### src/rtl/ysyx_22050039_fetch_unit_pkg.sv
// Shared definitions for the instruction fetch stage: default widths,
// the reset PC and the fetch FSM state encoding.
package ysyx_22050039_fetch_unit_pkg;

    localparam int          XLEN_DEF     = 64;
    localparam int          INST_LEN_DEF = 32;
    localparam logic [63:0] RESET_PC_DEF = 64'h8000_0000;

    // Fetch FSM: IDLE only exists for the first cycle after reset.
    typedef enum logic [1:0] {
        ST_IDLE = 2'd0,
        ST_REQ  = 2'd1,
        ST_WAIT = 2'd2,
        ST_HOLD = 2'd3
    } fetch_state_e;

    // Instruction words are 4-byte aligned; any low address bit set is a fault.
    function automatic logic is_misaligned(input logic [1:0] addr_lo);
        return addr_lo != 2'b00;
    endfunction

endpackage

### src/rtl/ysyx_22050039_fetch_pc.sv
// Architectural PC register of the fetch stage. Produces the PC that the
// next fetch will use (redirect target, sequential pc+4, or unchanged) and
// flags it when it is not word aligned.
module ysyx_22050039_fetch_pc
    import ysyx_22050039_fetch_unit_pkg::*;
#(
    parameter int              XLEN     = XLEN_DEF,
    parameter logic [XLEN-1:0] RESET_PC = RESET_PC_DEF[XLEN-1:0]
) (
    input  logic            clk,
    input  logic            rst_n,
    input  logic            pc_we,
    input  logic            advance,
    input  logic            redirect_valid,
    input  logic [XLEN-1:0] redirect_pc,
    output logic [XLEN-1:0] next_pc,
    output logic            next_misaligned
);

    logic [XLEN-1:0] pc_q;

    // Next-PC mux: a redirect always wins over sequential advance.
    always_comb begin
        if (redirect_valid) begin
            next_pc = redirect_pc;
        end else if (advance) begin
            next_pc = pc_q + XLEN'(4);
        end else begin
            next_pc = pc_q;
        end
        next_misaligned = is_misaligned(next_pc[1:0]);
    end

    // PC register; loads the mux output whenever the control asks for it.
    always_ff @(posedge clk or negedge rst_n) begin
        if (!rst_n) begin
            pc_q <= RESET_PC;
        end else if (pc_we) begin
            pc_q <= next_pc;
        end
    end

endmodule

### src/rtl/ysyx_22050039_fetch_unit.sv
// Instruction fetch stage feeding decode. One word fetch is outstanding at a
// time; a redirect while a fetch is in flight marks it killed so its response
// is dropped. Misaligned PCs never reach memory and are delivered as faults.
// Optional performance counters are built when YSYX_22050039_FETCH_PERF_EN
// is defined.
module ysyx_22050039_fetch_unit
    import ysyx_22050039_fetch_unit_pkg::*;
#(
    parameter int              XLEN     = XLEN_DEF,
    parameter int              INST_LEN = INST_LEN_DEF,
    parameter logic [XLEN-1:0] RESET_PC = RESET_PC_DEF[XLEN-1:0]
) (
    input  logic                clk,
    input  logic                rst,
    output logic                imem_req_valid,
    input  logic                imem_req_ready,
    output logic [XLEN-1:0]     imem_req_addr,
    input  logic                imem_resp_valid,
    input  logic [INST_LEN-1:0] imem_resp_data,
    input  logic                imem_resp_err,
    output logic                inst_valid,
    input  logic                inst_ready,
    output logic [INST_LEN-1:0] inst,
    output logic [XLEN-1:0]     inst_pc,
    output logic                fetch_fault,
    input  logic                redirect_valid,
    input  logic [XLEN-1:0]     redirect_pc
`ifdef YSYX_22050039_FETCH_PERF_EN
    ,
    output logic [63:0]         perf_fetch_cnt,
    output logic [63:0]         perf_stall_cnt
`endif
);

    fetch_state_e    state_q, state_d;
    logic            kill_q;
    logic [XLEN-1:0] next_pc;
    logic            next_misaligned;
    logic            pc_we, advance;
    logic            enter, accept, resp_drop, kill_set;

    ysyx_22050039_fetch_pc #(
        .XLEN     (XLEN),
        .RESET_PC (RESET_PC)
    ) u_pc (
        .clk             (clk),
        .rst_n           (rst),
        .pc_we           (pc_we),
        .advance         (advance),
        .redirect_valid  (redirect_valid),
        .redirect_pc     (redirect_pc),
        .next_pc         (next_pc),
        .next_misaligned (next_misaligned)
    );

    // State register.
    // NOTE: sequential state uses non-blocking assignments so every flop samples pre-edge values.
    always_ff @(posedge clk or negedge rst) begin
        if (!rst) begin
            state_q <= ST_IDLE;
        end else begin
            state_q <= state_d;
        end
    end

    // Next-state logic; "enter" restarts fetching at next_pc, skipping
    // memory entirely when that PC is misaligned.
    always_comb begin
        // NOTE: default first so no path through the case leaves state_d unassigned (no latch).
        state_d = state_q;
        if (enter) begin
            state_d = next_misaligned ? ST_HOLD : ST_REQ;
        end else begin
            case (state_q)
                ST_REQ:  if (imem_req_ready) state_d = ST_WAIT;
                ST_WAIT: if (accept)         state_d = ST_HOLD;
                default: state_d = state_q;
            endcase
        end
    end

    // Output and control decode from the current state.
    always_comb begin
        imem_req_valid = (state_q == ST_REQ);
        inst_valid     = (state_q == ST_HOLD);
        advance        = (state_q == ST_HOLD) && inst_ready;
        pc_we          = redirect_valid || advance;
        resp_drop      = (state_q == ST_WAIT) && imem_resp_valid && (kill_q || redirect_valid);
        accept         = (state_q == ST_WAIT) && imem_resp_valid && !kill_q && !redirect_valid;
        enter          = (state_q == ST_IDLE) || resp_drop ||
                         ((state_q == ST_HOLD) && (inst_ready || redirect_valid));
        kill_set       = redirect_valid && !resp_drop &&
                         ((state_q == ST_REQ) || (state_q == ST_WAIT));
    end

    // Request address, kill flag and the instruction presented to decode.
    always_ff @(posedge clk or negedge rst) begin
        if (!rst) begin
            kill_q        <= 1'b0;
            imem_req_addr <= '0;
            inst          <= '0;
            inst_pc       <= '0;
            fetch_fault   <= 1'b0;
        end else begin
            if (enter) begin
                kill_q <= 1'b0;
            end else if (kill_set) begin
                kill_q <= 1'b1;
            end

            if (enter) begin
                imem_req_addr <= next_pc;
                if (next_misaligned) begin
                    inst        <= '0;
                    inst_pc     <= next_pc;
                    fetch_fault <= 1'b1;
                end
            end else if (accept) begin
                inst        <= imem_resp_data;
                inst_pc     <= imem_req_addr;
                fetch_fault <= imem_resp_err;
            end
        end
    end

`ifdef YSYX_22050039_FETCH_PERF_EN
    // Delivered-instruction and memory-stall counters, free-running with wrap.
    always_ff @(posedge clk or negedge rst) begin
        if (!rst) begin
            perf_fetch_cnt <= '0;
            perf_stall_cnt <= '0;
        end else begin
            if (inst_valid && inst_ready) begin
                perf_fetch_cnt <= perf_fetch_cnt + 64'd1;
            end
            if ((state_q == ST_REQ) || (state_q == ST_WAIT)) begin
                perf_stall_cnt <= perf_stall_cnt + 64'd1;
            end
        end
    end
`endif

endmodule

### config.mk
export PLATFORM = sky130hd
export DESIGN_NAME = ysyx_22050039_fetch_unit
export DESIGN_NICKNAME = d
export VERILOG_FILES = /design/src/rtl/ysyx_22050039_fetch_unit_pkg.sv /design/src/rtl/ysyx_22050039_fetch_pc.sv /design/src/rtl/ysyx_22050039_fetch_unit.sv
export SDC_FILE = /design/constraint.sdc
export NUM_CORES = 1
export LEC_CHECK = 0
export BUFFER_PORTS_ARGS = -buffer_cell sky130_fd_sc_hd__buf_2
export CORE_ASPECT_RATIO = 1.75
export CORE_MARGIN = 5
export CORE_UTILIZATION = 41
export CTS_CLUSTER_DIAMETER = 100
export DETAILED_ROUTE_END_ITERATION = 8
export PLACE_DENSITY_LB_ADDON = 0.08
export SETUP_SLACK_MARGIN = 0.15
export SLEW_MARGIN = 20
export SYNTH_ARGS = -nofsm -noshare
export SYNTH_HDL_FRONTEND = slang
export SYNTH_SLANG_ARGS = --single-unit
### constraint.sdc
create_clock -name clk -period 3.1 [get_ports clk]
set_clock_uncertainty 0.05 [all_clocks]
set_input_delay 0.155 -clock clk [delete_from_list [all_inputs] [get_ports clk]]
set_output_delay 0.155 -clock clk [all_outputs]
set_load 0.05 [all_outputs]
Word-level counts from Yosys, hierarchy flattened
Cells that the tools add are included.

Bits in registers: 228. Input bits: 103. Logic and storage cells: 56.

$add $sub $neg: 1. Eq/ne operators: 6. Multiplexer cells: 18. Reduce and logical (&&, ||, !) cells: 24.

Operator list (count): $mux W64 (5); $mux W32 (3); $add A64 B3 Y64 const B (1); $logic_and A1 B1 Y1 (8); $mux W2 (4); $logic_or A1 B1 Y1 (6); $reduce_bool A2 Y1 (3); $mux W1 (5); $eq A2 B2 Y1 const B (2); $pmux W2 S2 (1); $logic_not A1 Y1 (3); $ne A3 B1 Y1 const B (1); $ne A3 B3 Y1 const B (1); $reduce_and A3 Y1 (1); $reduce_bool A3 Y1 (1); $eq A2 B1 Y1 const B (1); $logic_not A2 Y1 (1); $ne A2 B2 Y1 const B (1); $reduce_and A2 Y1 (1).

Logic depth before layout (Yosys ltp)
Gate-level depths: netlist of the first run.

Depth after elaboration: 8. Gate-level depth with buffers: 10.

By module
From an unflattened synthesis of the first run, not the netlist that was laid out.

Cells, all modules: 1258. Area, all modules: 12733.5 um^2.

By module, submodules not included: ysyx_22050039_fetch_unit (instances 1, cells an instance 462, area each 6587.6 um^2, sequential area each 4103.9 um^2); ysyx_22050039_fetch_pc (instances 1, cells an instance 796, area each 6145.9 um^2, sequential area each 1602.8 um^2).

Least setup slack after synthesis of the first run
OpenSTA, ideal clock, no wires.

Path type: register -> register. Start point: register state_q[0]. End point: register inst_pc[50]. Library setup time: 0.110 ns. Arrival time: 2.977 ns. Path slack: -0.037 ns. Stages on the path, launching flop included: 9. Path buffers: 1. Cell sequence: dfrtp_1 ha_1 nand4_2 or3_1 buf_2 or3_1 nor4_1 mux2_2 o41ai_1.

Cells in the longest elaborated chain, start to end: 7. Elaborated cells on any way between the ends: 19.

Ends and longest elaborated chain: start: declaration (line ysyx_22050039_fetch_unit.sv:35) `fetch_state_e state_q, state_d;`; start signal: assignment (line ysyx_22050039_fetch_unit.sv:62) `state_q <= state_d;`; $eq A2 B2 Y1 *; named net inst_valid (line ysyx_22050039_fetch_unit.sv:21) `output logic inst_valid,`; $logic_and A1 B1 Y1 (line ysyx_22050039_fetch_unit.sv:86) `advance = (state_q == ST_HOLD) && inst_ready;`; $mux W64 (line ysyx_22050039_fetch_pc.sv:26) `end else if (advance) begin`; $mux W64 (line ysyx_22050039_fetch_pc.sv:24) `if (redirect_valid) begin`; $reduce_bool A2 Y1 (line ysyx_22050039_fetch_unit_pkg.sv:19) `return addr_lo != 2'b00;`; $ne A2 B2 Y1 (no line); $reduce_and A2 Y1 (no line); end signal: assignment (line ysyx_22050039_fetch_unit.sv:115) `inst_pc <= next_pc;`; end signal: assignment (line ysyx_22050039_fetch_unit.sv:120) `inst_pc <= imem_req_addr;`; end: declaration (line ysyx_22050039_fetch_unit.sv:24) `output logic [XLEN-1:0] inst_pc,`.

Mark *: on every way through the listed nets, which the timed path passes. The rest lies on a longest branch. The select of a mux whose other input is x is not followed. A chain may end at the register's enable or synchronous reset.

Worst setup path after layout of the first run
Start point: register state_q[0]. End point: register inst_pc[43].

Cells in the longest elaborated chain, start to end: 7. Elaborated cells on any way between the ends: 19.

Ends and longest elaborated chain (line): $eq A2 B2 Y1 (on tied branches); $logic_and A1 B1 Y1 (on tied branches) (ysyx_22050039_fetch_unit.sv:86, ysyx_22050039_fetch_unit.sv:88, ysyx_22050039_fetch_unit.sv:89); $mux W64 or $logic_and A1 B1 Y1 (tied branches) (ysyx_22050039_fetch_pc.sv:26, ysyx_22050039_fetch_unit.sv:88); $mux W64 or $logic_or A1 B1 Y1 (tied branches) (ysyx_22050039_fetch_pc.sv:24, ysyx_22050039_fetch_unit.sv:90); $reduce_bool A2 Y1 or $logic_or A1 B1 Y1 (tied branches) (ysyx_22050039_fetch_unit_pkg.sv:19, ysyx_22050039_fetch_unit.sv:90); $ne A2 B2 Y1 (no line) or $reduce_bool A2 Y1 (tied branches); $reduce_and A2 Y1 (no line).

Parallel ways exist; a longest one is shown, timed or not. The select of a mux whose other input is x is not followed.

==> flow_summary.toml, run 1 <==
[min_path]
hold_path.class = "input port to flop"

[detailed_routing]
m1WireLength_mm = 13.7
vias = 9759
drt_wl_total_mm = 36.4
drc = 0
first_pass_iters = 5
antenna_left = 0
dr_wl_met2_mm = 18.8
wl_met3_mm = 2.08
avgRoutedWirePerCell_um = 20.2
viasPerCell = 5.41
drt_iter0_drc = 560
top_layer_used = "met5"

[final_layout]
seq_area_um2 = 5710
diodes = 0
n_fill_cell = 2357
drive_gt1_share_pct = 30.0
fin_cells = 1804
fin_util_pct = 56.2
layout.nets = 1577
multi_input_area_um2 = 4780
area_growth_pct = 35.3

[clock_tree]
h-tree-depth = 1
cts_buffer_depth = 3
cts_tree = "yes"
clockRootBuffer = "clkbuf_16"
postCtsSetupBuffers = 0
clock_latency_ns = 0.52
clk_pin_slew_worst_paths_ns = 0.07
numCtsBuffers = 23
cts_num_sinks = 228

[worst_setup_path]
worstPathArrival_ns = 3.16
critPathLaunchType = "flop"
path_max_fanout = 7
worst_setup_path_end_kind = "flop"
cp.required_ns = 3.46
path_class = "flop to flop"

[timing]
fmax_mhz = 356
relSlewSlack_pct = 54.3
hold_viol = 0
rsz0062_at_grt = "yes"
period_minus_slack_ns = 2.81
setup_viol = 0
final_max_slew_viol_count = 0
fin_crit_sh_pct = 90.5
fin_hold_ws_ns = 0.0175
worst_pin_slew_ns = 0.686
tns_ns = 0

[global_route]
grt_pass1_vias = 10300
grt_max_degree = 89
antenna_found_initial = 1
grt_pass1_wl_mm = 57.7
grtUsageTotal_pct = 24.2
grt_overflow = 0

[logic_synthesis]
synth_area_um2 = 10800
synth_enable_flop_cells = 0
syn_nets = 1198
synth.largest_area_cell = "dfrtp_1"
ys_seq_area_share_pct = 53.1
synth_area_per_cell_um2 = 9.86
syn_inst = 1090
ys_warn_count = 0
ys_async_sr_fraction_pct = 100
synth.most_common_cell = "dfrtp_1"
yosys.area.top_type_share_pct = 52.8
ys_seq_elements = 228
yosys-top-cells-count = "227 x dfrtp_1, 165 x nand2_1, 84 x nand3_1"
synthTopCellsByArea = "dfrtp_1 53%, mux2_2 6.4%, nand2_1 5.8%"
synth_cell_types = 57
yosys_most_used_dff = "dfrtp_1"

[die]
die-area_um2 = 29700
start_util_pct = 41.6
rows = 78
io_pins = 266
die_x_um = 132
core_area_um2 = 25900
dieHeight_um = 224

[status]
status = "completed"

[power]
p_per_area_nw_per_um2 = 1160
power_mw = 16.9
ir_drop_mv = 0.879
power.leakage_nw = 6.76

[place]
dp_hpwl_mm = 27.2
port_buffers = 265
gp_congestion = 0.917
dpl.cell_count = 1670

[flow_run]
maxCapViolations = 0
-- timing repair --
| item | 4_1_cts | 5_1_grt |
|---|---|---|
| gates resized for setup | 0 | 7 |
| hold buffers | 94 | 0 |
| setup endpoints to repair | 0 | 23 |
| endpoints found under the hold margin | 227 | 0 |
-- worst paths after layout --
check                                             to  cells after the start  slack [ns]                   start
max                          inst_pc[43]$_DFFE_PN0P_                      8        0.29  state_q[0]$_DFFE_PN0P_
max reg2reg                  inst_pc[43]$_DFFE_PN0P_                      8        0.29  state_q[0]$_DFFE_PN0P_
min in group asynchronous    inst_pc[31]$_DFFE_PN0P_                      2        0.21                     rst
max in group asynchronous  u_pc.pc_q[31]$_DFFE_PN1P_                      3        1.98                     rst
min                        u_pc.pc_q[51]$_DFFE_PN0P_                      4        0.02         redirect_pc[51]
min reg2reg                     inst[10]$_DFFE_PN0P_                      2        0.41    inst[10]$_DFFE_PN0P_
-- power breakdown --
group	internal (mW)	switching, mW	leakage [nW]
logic	2.59	6.60	3.63
registers	4.14	0.667	2.75
clock network	1.70	1.16	0.377
-- placed cells by master (no fill, tap or decap), types with 32 or more instances in the layout --
master	count
nand3_1	84
nor2_1	83
buf_4	53
buf_2	264
mux2_2	61
dlygate4sd3_1	94
nand2_1	165
nand4_1	32
dfrtp_1	227
o21ai_0	52
a21oi_1	39
-- area by class of cell --
cell class / instances / area share, %
Timing Repair Buffer: 419 / 19.4
Inverter: 21 / 0.542
Sequential cell: 228 / 39.2
Clock inverter: 4 / 0.482
Clock buffer: 36 / 4.78
Tap cell: 320 / 2.75
Multi-Input combinational cell: 776 / 32.8
-- state kept, by name, indices dropped and copies added (netlist names) --
| name | count |
|---|---|
| imem_req_addr | 64 |
| inst_pc | 64 |
| u_pc.pc_q | 64 |
| inst | 32 |
| state_q | 2 |
| fetch_fault | 1 |
| kill_q | 1 |
-- kinds of logic after synthesis --
family,synth area share (%)
and+or+nand+nor,21.5
DFF,53.1
AOI/OAI and AO/OA,10.9
xor gates and xnor gates,3.50
buffers and inverters,3.17
muxes,7.33
adders and majority gates,0.582
-- worst max-delay path, stage by stage (launching register included) --
cell,delay (ns)
dfrtp_1,0.39
ha_2,0.23
buf_4,0.17
and4_1,0.29
nand4_1,0.17
or4_1,0.70
and3_1,0.25
o22a_1,0.18
mux2_2,0.26
-- routing by layer --
| metal | up-vias | global-route usage, % |
|---|---|---|
| li1 | 4667 | - |
| met1 | 4721 | 27.9 |
| met2 | 291 | 43.3 |
| met3 | 78 | 4.41 |
| met4 | 2 | 11.0 |
| met5 | - | 0 |
-- per-stage QoR --
| stage | setup slack, ns | instance area (µm²) |
|---|---|---|
| after floorplan | 0.176 | 10800 |
| after global placement | 0.270 | 12800 |
| after detailed placement | 0.189 | 12800 |
| after CTS | 0.186 | 14500 |
| after global routing | 0.133 | 14500 |
| final | 0.294 | 14500 |
(Power assumes the default switching activity.)
==> run 2: changes to the inputs <==
Settings changed: PLACE_DENSITY_LB_ADDON 0.08 to 0.25.
==> run 2 against run 1 <==
Combinational power is 1% lower; sequential power hardly changed; power is 1.8% lower; global-route usage about the same; cell count decreased by 0.33%; via count grew 2.2%; register-to-register slack got worse by 0.15 ns; design area fell by 1.1%; critical path type unchanged; hold slack worse by 0.0068 ns; non-clock buffer count fell by 3; clock power is 7.7% lower.
==> flow_summary.toml, run 2 (synthesized netlist as in run 1, its figures left out) <==
[detailed_routing]
drt_wl_total_mm = 36.8
vias = 9975
dr_wl_met2_mm = 19.6
avgRoutedWirePerCell_um = 20.4
first_pass_iters = 5
drt_iter0_drc = 558
viasPerCell = 5.55
antenna_left = 0
drc = 0
wl_met3_mm = 1.81
m1WireLength_mm = 13.1
top_layer_used = "met4"

[timing]
fin_hold_ws_ns = 0.0107
fin_crit_sh_pct = 95.3
worst_pin_slew_ns = 0.682
hold_viol = 0
tns_ns = 0
setup_viol = 0
final_max_slew_viol_count = 0
fmax_mhz = 338
rsz0062_at_grt = "yes"
period_minus_slack_ns = 2.96
relSlewSlack_pct = 54.1

[final_layout]
fin_cells = 1798
area_growth_pct = 33.7
most-common-layout-cells = "264 x buf_2, 227 x dfrtp_1, 165 x nand2_1"
diodes = 0
layout_commonest_cell = "buf_2"
layout.nets = 1573
reg_top3 = "imem_req_addr: 64 flops, inst_pc: 64 flops, u_pc.pc_q: 64 flops"
drive_gt1_share_pct = 29.4

[die]
rows = 78
dieHeight_um = 224
die_x_um = 132
die-area_um2 = 29700
core_area_um2 = 25900
start_util_pct = 41.6
io_pins = 266

[global_route]
grt_pass1_wl_mm = 57.6
grt_overflow = 0
grtUsageTotal_pct = 24.2
antenna_found_initial = 0
grt_pass1_vias = 10400
grt_max_degree = 75

[clock_tree]
h-tree-depth = 1
clock_latency_ns = 0.53
numCtsBuffers = 22
clk_pin_slew_worst_paths_ns = 0.07
cts_tree = "yes"
clockRootBuffer = "clkbuf_16"
postCtsSetupBuffers = 0
cts_buffer_depth = 3
cts_num_sinks = 228

[worst_setup_path]
worstRegToRegCells = 9
r2r_start = "state_q[0]$_DFFE_PN0P_"
cp.required_ns = 3.48
r2r_end = "inst_pc[44]$_DFFE_PN0P_"
path_cells = "ha_2 -> nand4_2 -> or3_1 -> buf_4 -> nor4_1 -> buf_4 -> xor2_1 -> nor2_1 -> o31ai_1"
critical-path-slowest-cell = "nor4_1"
path_class = "flop to flop"
worstPathArrival_ns = 3.33
critPathLaunchType = "flop"
worst_setup_path_end_kind = "flop"
critPathMaxStageDelay_ns = 0.61
path_max_fanout = 9
r2r_slack_ns = 0.14
path_common_cell = "buf_4"

[power]
seqPwrFrac_pct = 29.2
power.leakage_nw = 6.67
power_frac_clock_pct = 16.0
switchingPower_mw = 8.44
comb_power_share_pct = 54.9
switching_share_pct = 51.0
ir_drop_mv = 0.704
power_mw = 16.5
cellInternalPower_mw = 8.10
p_per_area_nw_per_um2 = 1150

[status]
status = "completed"

[min_path]
hold_path.class = "input port to flop"
worstHoldStart = "redirect_pc[51]"
hold_end = "u_pc.pc_q[51]$_DFFE_PN0P_"
hold_depth = 4

[flow_run]
maxCapViolations = 0

[place]
dpl.cell_count = 1664
dp_hpwl_mm = 27.3
port_buffers = 265
gp_congestion = 0.951
==> run 2: changes by cell type in the layout (fill, tap and decap cells not counted), sizes merged <==
cell / delta
buf: -6
bufinv: -1
dlygate4sd3: +3
clkinv: +1
clkinvlp: +1
clkbuf: -4
==> run 2: power by group through the flow <==
stage                     Sequential [mW]  Clock, mW  Combinational [mW]
after CTS                            4.83       2.70                9.13
final                                4.82       2.64                9.08
after detailed placement             4.87          0                9.03
after floorplan                      8.25          0                3.07
after global routing                 4.95       2.80                9.64
after global placement               4.83          0                8.91
==> run 2: worst max-delay path by stage <==
| stage | start | endpoint | slack [ns] | cells after the start |
|---|---|---|---|---|
| after floorplan | state_q[0]$_DFFE_PN0P_ | inst_pc[50]$_DFFE_PN0P_ | 0.18 | 8 |
| after global placement | state_q[0]$_DFFE_PN0P_ | inst_pc[46]$_DFFE_PN0P_ | 0.25 | 9 |
| after detailed placement | state_q[0]$_DFFE_PN0P_ | inst_pc[46]$_DFFE_PN0P_ | 0.19 | 9 |
| after CTS | state_q[0]$_DFFE_PN0P_ | inst_pc[50]$_DFFE_PN0P_ | 0.20 | 7 |
| after global routing | state_q[0]$_DFFE_PN0P_ | inst_pc[44]$_DFFE_PN0P_ | 0.10 | 9 |
| final | state_q[0]$_DFFE_PN0P_ | inst_pc[44]$_DFFE_PN0P_ | 0.14 | 9 |
==> run 2: per-stage QoR <==
stage / setup WS (ns) / util [%] / instance area [µm²]
after global routing: 0.100 / 55.6 / 14400
after detailed placement: 0.192 / 49.1 / 12700
after global placement: 0.254 / 49.1 / 12700
after CTS: 0.203 / 55.5 / 14300
after floorplan: 0.176 / - / 10800
final: 0.144 / 55.6 / 14400
==> run 2: repair_timing <==
item / 4_1_cts / 5_1_grt
endpoints found under the setup margin: 1 / 13
hold buffers: 97 / 0
hold endpoints to repair: 217 / 0
gates resized for setup: 1 / 5
==> run 2: layer usage <==
metal,up-vias,global-route usage [%]
li1,4663,-
met1,4888,26.7
met2,324,44.6
met3,100,3.45
met4,0,12.7
met5,-,0
==> run 2: final cells by class <==
class / instances / area, µm²
inverter: 21 / 78.8
clock inverter: 5 / 52.6
sequential: 228 / 5710
timing repair buffer: 416 / 2740
multi-input combinational: 776 / 4770
clock buffer: 32 / 629
fill: 2346 / 11500
tap: 320 / 400
==> run 2: critical path: cells and delay by family, from the launching register on <==
family | cells | cell delay [ns]
AOI/OAI and AO/OA | 1 | 0.27
buffers and inverters | 2 | 0.41
and+or+nand+nor | 4 | 1.27
xor gates and xnor gates | 1 | 0.15
adders and majority gates | 1 | 0.30
DFF | 1 | 0.40
